### src/rtl/ysyx_25020037_icache_pkg.sv
// Shared configuration for the instruction cache: default geometry and FSM state encodings.
package ysyx_25020037_icache_pkg;

  localparam int ICACHE_BLOCK_SIZE = 4;
  localparam int ICACHE_NUM_LINES  = 16;

  typedef enum logic {
    IC_IDLE = 1'b0,
    IC_MISS = 1'b1
  } ic_state_e;

  function automatic int ic_words_per_block(input int block_size);
    return block_size / 4;
  endfunction

endpackage

### src/rtl/ysyx_25020037_icache_array.sv
// Line storage for the icache: data/tag arrays with a combinational read port,
// one refill write port and a flush-all that clears every valid bit.
module ysyx_25020037_icache_array #(
  parameter  int NUM_LINES  = 16,
  parameter  int BLOCK_BITS = 32,
  parameter  int TAG_W      = 26,
  localparam int INDEX_W    = $clog2(NUM_LINES)
) (
  input  logic                  clk,
  input  logic                  rst,
  input  logic [INDEX_W-1:0]    i_rd_idx,
  output logic [BLOCK_BITS-1:0] o_rd_block,
  output logic [TAG_W-1:0]      o_rd_tag,
  output logic                  o_rd_valid,
  input  logic                  i_wen,
  input  logic [INDEX_W-1:0]    i_wr_idx,
  input  logic [TAG_W-1:0]      i_wr_tag,
  input  logic [BLOCK_BITS-1:0] i_wr_block,
  input  logic                  i_flush
);

  logic [BLOCK_BITS-1:0] r_data [NUM_LINES];
  logic [TAG_W-1:0]      r_tag  [NUM_LINES];
  logic [NUM_LINES-1:0]  r_valid;
  logic [NUM_LINES-1:0]  w_valid_next;

  // Data and tags carry no reset; the valid vector alone decides what is usable.
  always_ff @(posedge clk) begin
    if (i_wen) begin
      r_data[i_wr_idx] <= i_wr_block;
      r_tag[i_wr_idx]  <= i_wr_tag;
    end
  end

  // Flush clears first so a refill landing on the same edge survives.
  always_comb begin
    w_valid_next = r_valid;
    if (i_flush) begin
      w_valid_next = '0;
    end
    if (i_wen) begin
      w_valid_next[i_wr_idx] = 1'b1;
    end
  end

  always_ff @(posedge clk or posedge rst) begin
    if (rst) begin
      r_valid <= '0;
    end else begin
      r_valid <= w_valid_next;
    end
  end

  assign o_rd_block = r_data[i_rd_idx];
  assign o_rd_tag   = r_tag[i_rd_idx];
  assign o_rd_valid = r_valid[i_rd_idx];

endmodule

### src/rtl/ysyx_25020037_icache.sv
// Direct-mapped read-only instruction cache: combinational hit path, IDLE/MISS refill FSM,
// fence.i flush and hit/miss counters.
module ysyx_25020037_icache
  import ysyx_25020037_icache_pkg::*;
#(
  parameter int BLOCK_SIZE = ICACHE_BLOCK_SIZE,
  parameter int NUM_LINES  = ICACHE_NUM_LINES
) (
  input  logic                    clk,
  input  logic                    rst,
  input  logic                    fetch_req,
  input  logic [31:0]             icache_addr,
  output logic [31:0]             icache_data,
  output logic                    icache_hit,
  output logic                    icache_ready,
  output logic                    mem_req,
  output logic [31:0]             mem_addr,
  input  logic [BLOCK_SIZE*8-1:0] mem_data,
  input  logic                    mem_ready,
  input  logic                    access_fault,
  input  logic                    flush,
  output logic [31:0]             hit_cnt,
  output logic [31:0]             miss_cnt
);

  localparam int OFFSET_W   = $clog2(BLOCK_SIZE);
  localparam int INDEX_W    = $clog2(NUM_LINES);
  localparam int TAG_W      = 32 - OFFSET_W - INDEX_W;
  localparam int WORDS      = ic_words_per_block(BLOCK_SIZE);
  localparam int BLOCK_BITS = BLOCK_SIZE * 8;

  ic_state_e r_state, w_state_next;

  logic [TAG_W-1:0]      r_miss_tag;
  logic [INDEX_W-1:0]    r_miss_idx;
  logic [31:0]           r_hit_cnt;
  logic [31:0]           r_miss_cnt;

  logic [TAG_W-1:0]      w_tag;
  logic [INDEX_W-1:0]    w_idx;
  logic [BLOCK_BITS-1:0] w_rd_block;
  logic [TAG_W-1:0]      w_rd_tag;
  logic                  w_rd_valid;
  logic                  w_miss_start;
  logic                  w_refill;
  logic                  w_hit_count;
  logic                  w_unused_addr;

  assign w_tag         = icache_addr[31 -: TAG_W];
  assign w_idx         = icache_addr[OFFSET_W +: INDEX_W];
  assign w_unused_addr = ^icache_addr[1:0];

  ysyx_25020037_icache_array #(
    .NUM_LINES  (NUM_LINES),
    .BLOCK_BITS (BLOCK_BITS),
    .TAG_W      (TAG_W)
  ) u_array (
    .clk        (clk),
    .rst        (rst),
    .i_rd_idx   (w_idx),
    .o_rd_block (w_rd_block),
    .o_rd_tag   (w_rd_tag),
    .o_rd_valid (w_rd_valid),
    .i_wen      (w_refill),
    .i_wr_idx   (r_miss_idx),
    .i_wr_tag   (r_miss_tag),
    .i_wr_block (mem_data),
    .i_flush    (flush)
  );

  assign icache_hit = w_rd_valid & (w_rd_tag == w_tag);

  generate
    if (WORDS == 1) begin : g_single_word
      assign icache_data = w_rd_block[31:0];
    end else begin : g_multi_word
      logic [31:0]         w_words [WORDS];
      logic [OFFSET_W-3:0] w_word_sel;
      for (genvar gi = 0; gi < WORDS; gi++) begin : g_word
        assign w_words[gi] = w_rd_block[32*gi +: 32];
      end
      assign w_word_sel  = icache_addr[OFFSET_W-1:2];
      assign icache_data = w_words[w_word_sel];
    end
  endgenerate

  always_ff @(posedge clk or posedge rst) begin
    if (rst) begin
      r_state <= IC_IDLE;
    end else begin
      r_state <= w_state_next;
    end
  end

  // MISS has no timeout: the IFU's AXI path always answers with mem_ready.
  always_comb begin
    w_state_next = r_state;
    mem_req      = 1'b0;
    mem_addr     = {icache_addr[31:OFFSET_W], {OFFSET_W{1'b0}}};
    w_miss_start = 1'b0;
    w_refill     = 1'b0;
    w_hit_count  = 1'b0;
    case (r_state)
      IC_IDLE: begin
        if (fetch_req) begin
          if (icache_hit) begin
            w_hit_count = 1'b1;
          end else begin
            mem_req      = 1'b1;
            w_miss_start = 1'b1;
            w_state_next = IC_MISS;
          end
        end
      end
      IC_MISS: begin
        mem_req  = 1'b1;
        mem_addr = {r_miss_tag, r_miss_idx, {OFFSET_W{1'b0}}};
        if (mem_ready) begin
          w_state_next = IC_IDLE;
          w_refill     = ~access_fault;
        end
      end
      default: w_state_next = IC_IDLE;
    endcase
  end

  // Refill target is frozen at the miss edge; later PC changes do not redirect it.
  always_ff @(posedge clk or posedge rst) begin
    if (rst) begin
      r_miss_tag <= '0;
      r_miss_idx <= '0;
    end else if (w_miss_start) begin
      r_miss_tag <= w_tag;
      r_miss_idx <= w_idx;
    end
  end

  always_ff @(posedge clk or posedge rst) begin
    if (rst) begin
      r_hit_cnt  <= '0;
      r_miss_cnt <= '0;
    end else begin
      if (w_hit_count) begin
        r_hit_cnt <= r_hit_cnt + 32'd1;
      end
      if (w_miss_start) begin
        r_miss_cnt <= r_miss_cnt + 32'd1;
      end
    end
  end

  assign icache_ready = (r_state == IC_IDLE);
  assign hit_cnt      = r_hit_cnt;
  assign miss_cnt     = r_miss_cnt;

endmodule

### config.mk
export PLATFORM = sky130hd
export DESIGN_NAME = ysyx_25020037_icache
export DESIGN_NICKNAME = d
export VERILOG_FILES = /design/src/rtl/ysyx_25020037_icache_pkg.sv /design/src/rtl/ysyx_25020037_icache_array.sv /design/src/rtl/ysyx_25020037_icache.sv
export SDC_FILE = /design/constraint.sdc
export NUM_CORES = 1
export LEC_CHECK = 0
export ABC_AREA = 1
export BUFFER_PORTS_ARGS = -buffer_cell sky130_fd_sc_hd__buf_4
export CORE_AREA = 4 4 313 315
export DETAILED_ROUTE_END_ITERATION = 7
export DIE_AREA = 0 0 317 319
export PLACE_DENSITY_LB_ADDON = 0.1
export SYNTH_ARGS = -nofsm -noshare
export SYNTH_HDL_FRONTEND = slang
export SYNTH_HIERARCHICAL = 1
export SYNTH_SLANG_ARGS = --single-unit
### constraint.sdc
create_clock -name clk -period 5.1 [get_ports clk]
set_input_delay 0.51 -clock clk [delete_from_list [all_inputs] [get_ports clk]]
set_output_delay 0.51 -clock clk [all_outputs]
set_load 0.02 [all_outputs]
Yosys cells after proc, flatten, opt, wreduce, memory -nomap -nowiden
Memory sizes are Yosys's and may differ from the RTL's.
Index checks and enable logic that the tools add are counted.
{"block": "classes", "add_sub_neg": 2, "order_cmp": 3, "n_reduce_logical": 1, "n_mux": 20, "eq_ne": 1, "bitwise": 4}
{"op": "$add 32x1->32 const B", "n": 2}
{"op": "$mux 16", "n": 2}
{"op": "$mux 32", "n": 1}
{"op": "$eq 26x26->1", "n": 1}
{"op": "$or 16x16->16", "n": 1}
{"op": "$mux 1", "n": 13}
{"op": "$lt 4x5->1 const B", "n": 2}
{"op": "$bmux 1 s4", "n": 1}
{"op": "$demux 1 s4", "n": 1}
{"op": "$ge 4x1->1 const B", "n": 1}
{"op": "$pmux 1 s2", "n": 2}
{"op": "$not 1->1", "n": 2}
{"op": "$and 1x1->1", "n": 1}
{"op": "$logic_and 1x1->1", "n": 1}
{"block": "totals", "elab_cells": 39, "n_memories": 2, "out_inout_bits": 131, "reg_bits": 111, "in_bits": 70, "mem_bits_rw": 928}
{"name": "u_array.r_data", "words": 16, "word_bits": 32, "read_ports": 1, "rd_clocked_by_memory_dff": 0, "write_ports": 1, "line": "ysyx_25020037_icache_array.sv:22", "source": "logic [BLOCK_BITS-1:0] r_data [NUM_LINES];"}
{"name": "u_array.r_tag", "words": 16, "word_bits": 26, "read_ports": 1, "rd_clocked_by_memory_dff": 0, "write_ports": 1, "line": "ysyx_25020037_icache_array.sv:23", "source": "logic [TAG_W-1:0] r_tag [NUM_LINES];"}

Longest topological paths before layout
{"block": "logic_depth", "depth_word": 6, "mapped_depth": 22, "ltp_nobuf": 18}

Modules after synthesis
The synthesis kept the hierarchy.
{"mod": "ysyx_25020037_icache_array", "instances": 1, "seq_area_each_um2": 28267.1, "area_per_inst_um2": 40432.5, "cells_each": 3854}
{"mod": "ysyx_25020037_icache", "instances": 1, "seq_area_each_um2": 2377.3, "area_per_inst_um2": 6752.7, "cells_each": 1058}

Worst setup path after synthesis
No wires, ideal clock.
{"block": "synth_timing", "path_type": "reg-to-reg", "start": "register r_state", "end": "memory u_array.r_data[12][0] (enable)", "n_path_buf": 2, "path_stages_with_launch": 7, "arrival_time_ns": 3.970, "synth_period_minus_slack_ns": 4.444, "path_slack_ns": 0.656, "required_ns": 4.626, "setup_ns": 0.474, "path_cell_list": "dfrtp_1 clkbuf_1 clkbuf_1 nand2_1 nor2_1 nand3_1 nor2_1"}
{"block": "synth_between", "elab_chain_cells": 3}
{"element": "start, declared", "line": "ysyx_25020037_icache.sv:32", "source": "ic_state_e r_state, w_state_next;"}
{"element": "start signal, assigned", "line": "ysyx_25020037_icache.sv:91", "source": "r_state <= w_state_next;"}
{"element": "$mux 1", "line": "ysyx_25020037_icache.sv:103", "source": "case (r_state)"}
{"element": "via w_refill", "line": "ysyx_25020037_icache.sv:45", "source": "logic w_refill;"}
{"element": "$mux 1", "line": "ysyx_25020037_icache_array.sv:29", "source": "if (i_wen) begin"}
{"element": "$mux 1 (not written as such)", "line": "ysyx_25020037_icache_array.sv:30", "source": "r_data[i_wr_idx] <= i_wr_block;"}
{"element": "end, declared", "line": "ysyx_25020037_icache_array.sv:22"}
The timed path passes the listed nets, and every way through them passes these cells.

Worst setup path after layout
{"block": "layout_timing", "start": "input port icache_addr[3]", "end": "output port mem_req"}
{"block": "layout_between", "elab_chain_cells": 6, "word_cells_on_any_way": 8, "classes_between": "1 x eq/ne; 5 x mux; 1 x bitwise; 1 x memory"}
{"element": "start, declared", "line": "ysyx_25020037_icache.sv:12", "source": "input logic [31:0] icache_addr,"}
{"element": "$mem_v2 16x26"}
{"element": "via w_rd_tag[4]", "line": "ysyx_25020037_icache.sv:42", "source": "logic [TAG_W-1:0] w_rd_tag;"}
{"element": "$eq 26x26->1", "line": "ysyx_25020037_icache.sv:71", "source": "assign icache_hit = w_rd_valid & (w_rd_tag == w_tag);"}
{"element": "$and 1x1->1", "line": "ysyx_25020037_icache.sv:71"}
{"element": "$mux 1", "line": "ysyx_25020037_icache.sv:106", "source": "if (icache_hit) begin"}
{"element": "$mux 1", "line": "ysyx_25020037_icache.sv:105", "source": "if (fetch_req) begin"}
{"element": "$pmux 1 s2", "line": "ysyx_25020037_icache.sv:103"}
{"element": "end, declared", "line": "ysyx_25020037_icache.sv:16", "source": "output logic mem_req,"}
The timed path passes the listed nets, and every way through them passes these cells. The select of a mux whose other input is x is not followed.

==> summary.md <==
| Metric | Value |
|---|---|
| Total Neg Setup Slack | `0 ns` |
| GP Congestion | `0.890` |
| Comb pwr share | `0.084` |
| Drt via density | `5.20` |
| Largest net degree at the start of global routing | `171` |
| Final nets | `5122` |
| CTS tree | `yes` |
| H-tree levels | `3` |
| Compound-gate portion of the synthesized area | `0.00541` |
| Static leakage | `23.5 nW` |
| Post-route ant nets | `0` |
| FFs w/ async S/R, synth | `0.107` |
| First-pass GRT wire length | `187 mm` |
| Max Clock Skew | `0.0353 ns` |
| Root Driver | `clkbuf_16` |
| Number of synthesized flops with an enable pin | `928` |
| Post-synthesis sequential area ratio | `0.649` |
| Area of the mapped netlist | `47200 sq um` |
| Synth Area per Inst | `9.61 sq um` |
| Util after Layout | `0.564` |
| Largest family of logic cells by synthesized area | `simple AND/OR/NAND/NOR gates` |
| Power share of the sequential group | `0.511` |
| Share of cells above drive strength 1 | `0.0929` |
| Synth Area in Adders | `0.000530` |
| CP max stage cell | `inv_8` |
| Most used DFF post-synth | `edfxtp_1` |
| Hold Vio Cnt, Final | `0` |
| 1st-iter DRT viols | `3252` |
| Synth Area in XOR/XNOR | `0.00464` |
| Post-route cell area | `53500 sq um` |
| CP Data Arrival Time | `3.56 ns` |
| Post-Place Cell Area | `49900 sq um` |
| Core area | `94900 sq um` |
| Post-synthesis mux area share | `0` |
| Register bit total from synthesis | `1039` |
| Startpoint types | `input pin` |
| Final Max Slew Viols | `0` |
| Outcome | `completed` |
| TritonCTS Buffers | `111` |
| Clock sinks | `1039` |
| CP dominant cell by count | `nand2_1` |
| Per-cell routed wire length | `19.3 um` |
| Clk slew on worst S/H paths | `0.06 ns` |
| Pwr/cell area | `362 nW/um^2` |
| Highest clock rate | `246 MHz` |
| Crit path required time | `4.59 ns` |
| Critical Path Fanout Max | `99` |
| NetSw | `4.71 mW` |
| CP Cell Sequence | `buf_8, inv_8, buf_12, nand3_1, nand3_1, nand3_1, nand2_1, inv_1, nand2_1, nand2_1, nor2_1, nand2_1, nor2_2, nand2_2, nor2_4, o21ai_0, buf_4` |
| Maximum VDD drop | `0.260 mV` |
| Simple-Gate Fraction of Synth Area | `0.247` |
| Fillers | `8117` |
| Chip height | `319 um` |
| Unrepaired setup endpoints after global routing | `no` |
| HPWL after DPL | `65.1 mm` |
| Switching part of the total | `0.243` |
| Int Pwr | `14.6 mW` |
| Die ar. | `101000 sq um` |
| Grt total ovfl | `0` |
| Slew headroom | `0.257` |
| Endpoints failing setup | `0` |
| DRT Pass-1 Iters | `5` |
| Via count | `33352` |
| Starting Density | `0.497` |
| GRT Total Usage | `0.242` |
| Syn-to-layout area delta | `13.4%` |
| Fin crit share | `0.798` |
| Port bufs | `196` |
| Skew-Pair Late Insertion Delay | `0.69 ns` |
| Vias in the first global route | `31426` |
| Max-Cap Viols | `0` |
| Clock share of power | `0.406` |
| Unique masters post-synth | `32` |
| Crit-path max cell delay | `0.64 ns` |
| I/O Pins | `201` |
| Min Clock Period, post-route | `4.07 ns` |
| Setup WS post-layout | `1.03 ns` |
| CP endpoint kind | `primary output` |
| Hold Crit Class | `in -> reg` |
| Final WL | `124 mm` |
| Yosys Warn Count | `6` |
| Cells after Synth | `4912` |
| # rows | `113` |
| Critical path class | `in -> out` |
| Post-Place Setup Slack | `0.973 ns` |
| Residual DRC | `0` |
| Initial antenna violation count | `1` |
| Clock Tree Buf Depth | `3` |
| Worst slew pin tran | `1.12 ns` |
| Die X | `317 um` |
-- cells in the mapped netlist, drive strengths merged (17+ instances only) --
| library cell | number | area share |
|---|---|---|
| clkbuf | 60 | 0.0048 |
| dfrtp | 111 | 0.059 |
| nor3 | 36 | 0.0046 |
| nor2 | 104 | 0.0091 |
| xor2 | 17 | 0.0032 |
| inv | 834 | 0.066 |
| o21ai | 30 | 0.0032 |
| nand4 | 114 | 0.015 |
| edfxtp | 928 | 0.59 |
| nand3 | 739 | 0.079 |
| buf | 181 | 0.022 |
| nand2 | 1715 | 0.14 |
-- stage by stage --
stage | instances | hold slack (ns) | power (mW)
2_1_floorplan | 4913 | 0.424 | 10.9
3_5_place_dp | 6200 | 0.485 | 11.7
5_1_grt | 6410 | 0.0670 | 20.0
4_1_cts | 6409 | 0.0381 | 19.5
6_report | 6410 | 0.0900 | 19.3
3_3_place_gp | 6200 | 0.498 | 11.7
-- placed cells by master (no fill, tap or decap), drive strengths merged --
master,count
diode,1
dlygate4sd3,2
nor2b,1
buf,263
inv,836
nand3b,13
clkinv,56
a21oi,1
nand2,1715
clkbuf,138
xor2,17
clkinvlp,2
o21ai,30
nand4,114
o22ai,16
conb,2
edfxtp,928
nor4,1
bufinv,9
nor2,104
xnor2,8
dfrtp,111
nor3,36
nand3,739
ha,2
-- power groups by stage --
stage          Clock (mW)  Combinational (mW)  Sequential [mW]
2_1_floorplan           0               0.975             9.96
3_3_place_gp            0                1.61             10.0
3_5_place_dp            0                1.62             10.1
4_1_cts              7.99                1.63             9.88
5_1_grt              8.35                1.78             9.91
6_report             7.85                1.62             9.88
-- flip-flops by register name, summed over array words and instances (netlist names) --
signal           count
u_array/r_data     512
u_array/r_tag      416
hit_cnt             32
miss_cnt            32
r_miss_tag          26
u_array/r_valid     16
r_miss_idx           4
r_state              1
-- layer usage --
metal / up-vias / GRT usage / wire, um
met1: 16036 / 0.329 / 52900
met5: - / 0 / 0
met4: 0 / 0.0831 / 4130
li1: 16136 / - / -
met3: 219 / 0.0314 / 6850
met2: 961 / 0.403 / 59700
-- final timing paths --
check	endpoint	cells after the start	from	slack, ns
setup / recovery	mem_req	17	icache_addr[3]	1.03
hold reg to reg	hit_cnt[31]	2	hit_cnt[31]	0.51
max in group asynchronous	r_miss_tag[2]	4	rst	3.45
min in group asynchronous	miss_cnt[4]	3	rst	0.42
hold / removal	r_miss_tag[10]	3	icache_addr[16]	0.09
setup reg to reg	u_array/r_data[11][2]	5	r_state	1.87
-- what timing repair did --
action	4_1_cts	5_1_grt
resized for setup	0	0
endpoints found under the hold margin	54	0
buffers inserted	0	0
hold buffers	2	0
-- critical path, delay by kind of cell --
family                 cells  cell delay, ns
AOI/OAI and AO/OA          1            0.10
buffers and inverters      5            1.50
and+or+nand+nor           11            1.30
-- cell type report --
| cell class | count | area [sq um] | share of cell area |
|---|---|---|---|
| well taps | 1265 | 1580 | 0.0296 |
| multi-input cells | 2799 | 12300 | 0.229 |
| diodes | 1 | 2.50 | 0.0000468 |
| clock inverters | 69 | 583 | 0.0109 |
| inverters | 834 | 3160 | 0.0590 |
| repair buffers | 265 | 2280 | 0.0425 |
| flip-flops and latches | 1039 | 30600 | 0.573 |
| clock buffers | 138 | 2970 | 0.0555 |
-- kinds of logic (layout without fill, tap and decap cells) --
group | after synthesis | after routing
DFF | 1039 | 1039
and+or+nand+nor | 2723 | 2723
other | 1 | 3
buffers and inverters | 1075 | 1306
AOI/OAI and AO/OA | 47 | 47
adders and majority gates | 2 | 2
xor gates and xnor gates | 25 | 25
Note: power is estimated with default switching activity, not from simulation.
